[src/rtl/hist_bin_accumulator.sv]
// Histogram read-modify-write front end: bins pixels, increments bin counts in an
// external single-clock dual-port RAM, and sweeps the RAM to zero after reset or on request.
module hist_bin_accumulator #(
    parameter int unsigned PIX_W  = 10,
    parameter int unsigned ADDR_W = 10,
    parameter int unsigned DATA_W = 32
) (
    input  logic              Clock,
    input  logic              Reset,
    input  logic              pix_valid,
    input  logic [PIX_W-1:0]  pix_data,
    output logic              pix_ready,
    input  logic              clear_req,
    output logic              clear_busy,
    output logic              clear_done,
    output logic              pipe_idle,
    output logic              sat_flag,
    output logic [ADDR_W-1:0] RdAddress,
    output logic              RdClockEn,
    input  logic [DATA_W-1:0] Q,
    output logic [ADDR_W-1:0] WrAddress,
    output logic [DATA_W-1:0] Data,
    output logic              WE,
    output logic              WrClockEn
);

    localparam logic [ADDR_W-1:0] LAST_ADDR = '1;
    localparam logic [DATA_W-1:0] DATA_MAX  = '1;

    typedef enum logic [1:0] {
        CLEAR = 2'd0,
        ACCUM = 2'd1,
        DRAIN = 2'd2
    } state_e;

    state_e              state_q,      state_d;
    logic [ADDR_W-1:0]   clr_addr_q,   clr_addr_d;
    logic                pix_ready_q,  pix_ready_d;
    logic                clear_busy_q, clear_busy_d;
    logic                clear_done_q, clear_done_d;
    logic                pipe_idle_q,  pipe_idle_d;
    logic                sat_q,        sat_d;
    logic                en_q,         en_d;
    // S1: bin being read from the RAM
    logic                s1_v_q,       s1_v_d;
    logic [ADDR_W-1:0]   s1_bin_q,     s1_bin_d;
    // S2: read data returning, increment computed
    logic                s2_v_q,       s2_v_d;
    logic [ADDR_W-1:0]   s2_bin_q,     s2_bin_d;
    // S3: write port registers (shared with the clear sweep)
    logic                s3_v_q,       s3_v_d;
    logic                we_q,         we_d;
    logic [ADDR_W-1:0]   wr_addr_q,    wr_addr_d;
    logic [DATA_W-1:0]   wr_data_q,    wr_data_d;
    // Write committed on the previous edge; covers the read-old-data collision
    logic                wc_v_q,       wc_v_d;
    logic [ADDR_W-1:0]   wc_bin_q,     wc_bin_d;
    logic [DATA_W-1:0]   wc_data_q,    wc_data_d;

    logic                accept;
    logic [DATA_W-1:0]   base;
    logic                at_max;
    logic [DATA_W-1:0]   incr;

    // Next-state, pipeline advance, forwarding and registered-output computation
    always_comb begin
        state_d      = state_q;
        clr_addr_d   = clr_addr_q;
        clear_done_d = 1'b0;
        en_d         = 1'b1;

        accept   = pix_valid & pix_ready_q;
        s1_v_d   = accept;
        s1_bin_d = accept ? pix_data[PIX_W-1 -: ADDR_W] : s1_bin_q;
        s2_v_d   = s1_v_q;
        s2_bin_d = s1_bin_q;

        // Newest in-flight value of the bin wins over RAM data
        if (s3_v_q && (wr_addr_q == s2_bin_q)) begin
            base = wr_data_q;
        end else if (wc_v_q && (wc_bin_q == s2_bin_q)) begin
            base = wc_data_q;
        end else begin
            base = Q;
        end
        at_max = (base == DATA_MAX);
        incr   = at_max ? base : base + DATA_W'(1);

        s3_v_d    = s2_v_q;
        we_d      = s2_v_q;
        wr_addr_d = s2_bin_q;
        wr_data_d = incr;
        wc_v_d    = s3_v_q;
        wc_bin_d  = wr_addr_q;
        wc_data_d = wr_data_q;
        sat_d     = sat_q | (s2_v_q & at_max);

        case (state_q)
            CLEAR: begin
                we_d       = 1'b1;
                wr_addr_d  = clr_addr_q;
                wr_data_d  = '0;
                clr_addr_d = clr_addr_q + ADDR_W'(1);
                if (clr_addr_q == LAST_ADDR) begin
                    clear_done_d = 1'b1;
                    state_d      = ACCUM;
                end
            end
            ACCUM: begin
                if (clear_req) begin
                    state_d = DRAIN;
                end
            end
            DRAIN: begin
                if (pipe_idle_q) begin
                    state_d = CLEAR;
                end
            end
            default: begin
                state_d = CLEAR;
            end
        endcase

        if (state_d == CLEAR) begin
            sat_d = 1'b0;
        end

        clear_busy_d = (state_q == CLEAR);
        pix_ready_d  = (state_q == ACCUM) && (state_d == ACCUM);
        pipe_idle_d  = ~(s1_v_d | s2_v_d | s3_v_d);
    end

    // State and pipeline registers
    always_ff @(posedge Clock or posedge Reset) begin
        if (Reset) begin
            state_q      <= CLEAR;
            clr_addr_q   <= '0;
            pix_ready_q  <= 1'b0;
            clear_busy_q <= 1'b0;
            clear_done_q <= 1'b0;
            pipe_idle_q  <= 1'b0;
            sat_q        <= 1'b0;
            en_q         <= 1'b0;
            s1_v_q       <= 1'b0;
            s1_bin_q     <= '0;
            s2_v_q       <= 1'b0;
            s2_bin_q     <= '0;
            s3_v_q       <= 1'b0;
            we_q         <= 1'b0;
            wr_addr_q    <= '0;
            wr_data_q    <= '0;
            wc_v_q       <= 1'b0;
            wc_bin_q     <= '0;
            wc_data_q    <= '0;
        end else begin
            state_q      <= state_d;
            clr_addr_q   <= clr_addr_d;
            pix_ready_q  <= pix_ready_d;
            clear_busy_q <= clear_busy_d;
            clear_done_q <= clear_done_d;
            pipe_idle_q  <= pipe_idle_d;
            sat_q        <= sat_d;
            en_q         <= en_d;
            s1_v_q       <= s1_v_d;
            s1_bin_q     <= s1_bin_d;
            s2_v_q       <= s2_v_d;
            s2_bin_q     <= s2_bin_d;
            s3_v_q       <= s3_v_d;
            we_q         <= we_d;
            wr_addr_q    <= wr_addr_d;
            wr_data_q    <= wr_data_d;
            wc_v_q       <= wc_v_d;
            wc_bin_q     <= wc_bin_d;
            wc_data_q    <= wc_data_d;
        end
    end

    assign pix_ready  = pix_ready_q;
    assign clear_busy = clear_busy_q;
    assign clear_done = clear_done_q;
    assign pipe_idle  = pipe_idle_q;
    assign sat_flag   = sat_q;
    assign RdAddress  = s1_bin_q;
    assign RdClockEn  = en_q;
    assign WrAddress  = wr_addr_q;
    assign Data       = wr_data_q;
    assign WE         = we_q;
    assign WrClockEn  = en_q;

endmodule

[config.mk]
export PLATFORM = sky130hd
export DESIGN_NAME = hist_bin_accumulator
export DESIGN_NICKNAME = d
export VERILOG_FILES = /design/src/rtl/hist_bin_accumulator.sv
export SDC_FILE = /design/constraint.sdc
export NUM_CORES = 1
export LEC_CHECK = 0
export CAP_MARGIN = 20
export CELL_PAD_IN_SITES_DETAIL_PLACEMENT = 1
export CELL_PAD_IN_SITES_GLOBAL_PLACEMENT = 2
export CORE_AREA = 2 2 135 137
export CTS_BUF_LIST = sky130_fd_sc_hd__clkbuf_4
export DETAILED_ROUTE_END_ITERATION = 6
export DIE_AREA = 0 0 137 139
export PLACE_DENSITY = 0.92
export REMOVE_ABC_BUFFERS = 1
export SYNTH_ARGS = -nofsm -noshare
export SYNTH_HDL_FRONTEND = slang
export SYNTH_SLANG_ARGS = --single-unit
export TNS_END_PERCENT = 1
[constraint.sdc]
create_clock -name Clock -period 4.9 [get_ports Clock]
set_input_delay 0.49 -clock Clock [delete_from_list [all_inputs] [get_ports Clock]]
set_output_delay 0.49 -clock Clock [all_outputs]
set_load 0.01 [all_outputs]
[Yosys cells after proc, flatten, opt, wreduce, memory -nomap -nowiden]
Cells that the tools add are included.
W data, S select, Z words.
Cells by class
  equal/unequal tests: 7
  muxes and demuxes: 13
  bitwise logic cells: 6
  add/sub/neg operators: 2
  reductions and logical operators: 5
Operators with widths (number)
  $mux W32: 4
  $add A32 B1 Y32 const B: 1
  $eq A32 B32 Y1 const B: 1
  $eq A10 B10 Y1: 2
  $add A10 B1 Y10 const B: 1
  $eq A10 B10 Y1 const B: 1
  $mux W10: 1
  $mux W2: 3
  $pmux W2 S3: 1
  $eq A2 B1 Y1 const B: 2
  $logic_not A2 Y1: 2
  $mux W1: 4
  $logic_and A1 B1 Y1: 3
  $or A1 B1 Y1: 3
  $and A1 B1 Y1: 2
  $eq A2 B2 Y1 const B: 1
  $not A1 Y1: 1
Word-level totals
  output and inout bits: 60
  register bits after elaboration: 127
  word-level logic and storage cells: 52

[Depth between registers and ports, before layout]
  depth after elaboration: 8
  depth in mapped cells: 15
  gate-level depth less buffers: 11

[Worst setup path before layout]
Ideal clock, no wire load.
  kind: flip-flop to flip-flop
  start point: register s2_bin_q[1]
  end point: register wr_data_q[23], in the netlist Data[23]
  required time: 4.781 ns
  arrival: 3.469 ns
  clock period less this slack: 3.588 ns
  setup slack: 1.312 ns
  buffers on the path: 2
  library setup time: 0.119 ns
  cell stages (with the launch flop): 14
  cells stage by stage: dfrtp_1 -> xor2_1 -> or3_1 -> buf_6 -> nor3_4 -> mux2_2 -> mux2_2 -> ha_1 -> nor3b_1 -> and2_1 -> buf_4 -> a311oi_2 -> a31oi_1 -> o21a_1
On the way
  longest elaborated chain between the ends: 7
  elaborated cells between the ends (all ways): 10
Ends and longest elaborated chain
  from (decl): RTL line 49  | logic [ADDR_W-1:0] s2_bin_q, s2_bin_d;
  from (signal assigned): RTL line 167  | s2_bin_q <= s2_bin_d;
  $eq A10 B10 Y1: RTL line 81  | end else if (wc_v_q && (wc_bin_q == s2_bin_q)) begin
  $logic_and A1 B1 Y1: RTL line 81
  $mux W32: RTL line 81
  $mux W32 (*): RTL line 79  | if (s3_v_q && (wr_addr_q == s2_bin_q)) begin
  $add A32 B1 Y32 or $eq A32 B32 Y1 (tied branches): RTL line 87, 86
  $mux W32 (*): RTL line 87  | incr = at_max ? base : base + DATA_W'(1);
  $mux W32 (*): RTL line 98  | case (state_q)
  net wr_data_d[23]: RTL line 54  | logic [DATA_W-1:0] wr_data_q, wr_data_d;
  to (signal assigned): RTL line 171  | wr_data_q <= wr_data_d;
  to (decl): RTL line 54
Mark *: on every way through the listed nets, which the timed path passes. The rest lies on a longest branch.
A chain may end at the register's enable or synchronous reset.

[Worst setup path after layout]
  start point: register s2_bin_q[5]
  end point: register wr_data_q[23], in the netlist Data[23]
Same word-level chain as after synthesis.

==> results.md <==
* Status: complete, no violations
* R2R Path Start: s2_bin_q[5]
* Final GP Congestion at 0.875
* WP data arrival at 4.78 ns
* Post-layout nets at 737
* GRT Util Overall at 0.195
* Share of cells above drive strength 1 at 0.118
* Synth cell types at 61
* R2R depth at 11
* Insertion delay to the later sink of the worst-skew pair at 0.56 ns
* Maximum root-to-sink buffer count at 2
* Reg area at 0.00318 sq mm
* Post-Place Cells at 899
* Starting Density at 0.341
* Cell taking the most area after synthesis: dfrtp_1
* VDD IR max at 190 uV
* R2r endpoint: Data[23]
* Antenna violations before repair at 0
* CP Capture Type: register
* TritonCTS Buffers at 17
* Die width at 137 um
* Critical Setup Path Class: register to register
* Area share of the largest cell type after synthesis at 0.528
* Primary FF master, synth: dfrtp_1
* Shortest period the worst path allows at 4.33 ns
* Post-synthesis cell count at 582
* Total clock sinks at 127
* Total core area at 0.0177 sq mm
* CP Launch Type: register
* Clk_skew at 0.0202 ns
* Slew headroom at 0.458
* Max-slew violation count at 0
* Final ANT Viol Nets at 0
* Average size of a mapped cell at 10.3 sq um
* Yosys warnings at 0
* Ys async rst share at 1.00
* Total design power at 1.87 mW
* DR vias/cell at 5.38
* Ant diodes at 0
* Clock Tree Root: clkbuf_4
* Register bit total from synthesis at 127
* Port bufs at 105
* Fill count at 1991
* Lkg Pwr at 3.18 nW
* CTS tree: built
* Iteration-0 DRC Markers at 198
* Area Overhead vs Synth at 25.8%
* FF-to-FF setup slack at 0.57 ns
* Vias in the first global route at 5456
* Post-synth EDFFs at 0
* Power density cells at 247 mW/mm^2
* Hold-fix buffers at CTS at 0
* Vias at 5010
* Final period util at 0.884
* Final HPWL DP at 12.7 mm
* Max-Cap Viols at 0
* Slew at the pin closest to its max-slew limit at 0.793 ns
* Largest net degree at the start of global routing at 54
* Detailed-route wire length per cell at 18.8 um
* Post-cts gate resize count at 0
* Sequential-to-total area share from yosys stat at 0.528
* Area of the multi-input gates at 0.00271 sq mm
* Setup TNS at 0 ns
* WL final at 17.5 mm
* Iteration count of the initial detailed-routing pass at 4
* # Post-CTS Setup Buffers at 0
* Unrepaired setup endpoints after global routing: no
* Worst Hold Class: primary input to asynchronous set/reset pin
* Largest cells by area after synthesis: dfrtp_1, nand2_1, xnor2_1
* Synthesized area at 0.00602 sq mm
* Worst Path Max Fanout at 12
* Gr ovfl total at 0
* Setup Viol. Count Final at 0
* Fin cells at 931
* DRC Markers at 0
* Maximum clock rate at 231 MHz
* Critical Path RT at 5.34 ns
* Row count at 49
* Die extent in y at 139 um
* Ports at 106
* Hold slack at 0.223 ns
* Die area at 0.0190 sq mm
* Final hold vios at 0
* Clk pin slew, worst setup/hold paths at 0.13 ns
* H-tree Lvls at 4
* Global-route wire length before repair at 28.9 mm
[layout make-up]
class                           instances  area share
Inverter                                2     0.00132
Clock inverter                         14      0.0173
Timing Repair Buffer                  115       0.149
Clock buffer                           18      0.0178
Sequential cell                       127       0.419
Tap cell                              229      0.0378
Multi-Input combinational cell        426       0.358
[synth_stat cells, drive strengths merged, types with 2 or more instances]
master and number:
o2111ai 2, nand3 30, nand2 93, o21a 4, o211ai 3, inv 2
dfrtp 127, and3 8, nand4 24, a311oi 3, nor3 9, nor2 23
a2111oi 2, ha 2, nor4 8, and4 8, a21oi 31, o31ai 7
nand2b 2, o21ai 38, and2 6, o31a 2, buf 13, or2 4
a21o 4, a31o 7, or3 13, xor2 7, clkbuf 14, mux2i 18
nor3b 2, a31oi 11, a311o 2, a211oi 3, o311ai 2, or4 7
mux2 13, xnor2 25
[stage by stage]
| stage | setup WS, ns | area [sq um] | util |
|---|---|---|---|
| detailed placement | 0.624 | 7310 | 0.414 |
| global placement | 0.798 | 7310 | 0.414 |
| global route | 0.225 | 7580 | 0.429 |
| CTS | 0.572 | 7580 | 0.429 |
| floorplan | -0.318 | 5890 | - |
| finish | 0.566 | 7580 | 0.429 |
[cells in the final DEF, fill, tap and decap left out, drive strengths merged, types with 3 or more instances in the layout]
| cell | count |
|---|---|
| dfrtp | 127 |
| clkdlybuf4s50 | 105 |
| nand2 | 93 |
| o21ai | 38 |
| a21oi | 31 |
| nand3 | 30 |
| xnor2 | 25 |
| nand4 | 24 |
| nor2 | 23 |
| mux2i | 18 |
| clkbuf | 18 |
| or3 | 13 |
| mux2 | 13 |
| a31oi | 11 |
| buf | 10 |
| nor3 | 9 |
| and4 | 8 |
| and3 | 8 |
| nor4 | 8 |
| inv | 8 |
| xor2 | 7 |
| o31ai | 7 |
| or4 | 7 |
| a31o | 7 |
| and2 | 6 |
| or2 | 4 |
| o21a | 4 |
| a21o | 4 |
| clkinvlp | 4 |
| a211oi | 3 |
| o211ai | 3 |
| a311oi | 3 |
| clkinv | 3 |
[logic make-up after synthesis]
family / synth area share
and+or+nand+nor: 0.208
other: 0.000623
buffers and inverters: 0.0233
muxes: 0.0542
xor gates and xnor gates: 0.0465
DFF: 0.528
adders and majority gates: 0.00415
AOI/OAI and AO/OA: 0.135
[power by group]
group          switching (mW)  total, mW  internal [mW]
Combinational          0.0678      0.126         0.0579
Sequential           0.000216       1.05           1.05
Clock                   0.431      0.696          0.264
[sequential cells by signal, summed over array words and instances (netlist names)]
register and flops:
RdClockEn 1, WE 1, wc_data_q 32, wc_v_q 1
s2_bin_q 10, state_q 2, clear_done 1, WrAddress 10
clear_busy 1, s1_v_q 1, pipe_idle 1, RdAddress 10
clr_addr_q 10, sat_flag 1, wc_bin_q 10, pix_ready 1
s2_v_q 1, s3_v_q 1, Data 32
[routing by layer]
layer	wire, um	up-vias	share of wire	track usage
li1	-	2337	-	-
met1	7760	2532	0.44	0.250
met2	8600	122	0.49	0.319
met3	933	19	0.053	0.0552
met4	252	0	0.014	0.0564
met5	0	-	0	0
[worst max-delay path by stage]
stage	from	end	slack (ns)	depth (start not counted)
finish	s2_bin_q[5]	Data[23]	0.57	11
global placement	s2_bin_q[9]	Data[23]	0.80	11
detailed placement	s2_bin_q[5]	Data[23]	0.62	11
CTS	s2_bin_q[4]	Data[23]	0.57	11
floorplan	WrAddress[2]	Data[5]	-0.32	11
global route	s2_bin_q[4]	Data[20]	0.23	10
[worst max-delay path, stage by stage, from the launching register on]
cell and delay, ns:
dfrtp_1 0.43, xnor2_1 0.24, nand4_1 0.40, nor3_4 0.69
mux2_2 0.40, mux2_2 0.31, ha_1 0.21, nor3b_1 0.18
and2_1 0.32, a311oi_2 0.66, a31oi_1 0.17, o21a_1 0.21
No activity file was read; power rests on OpenSTA's default activity.
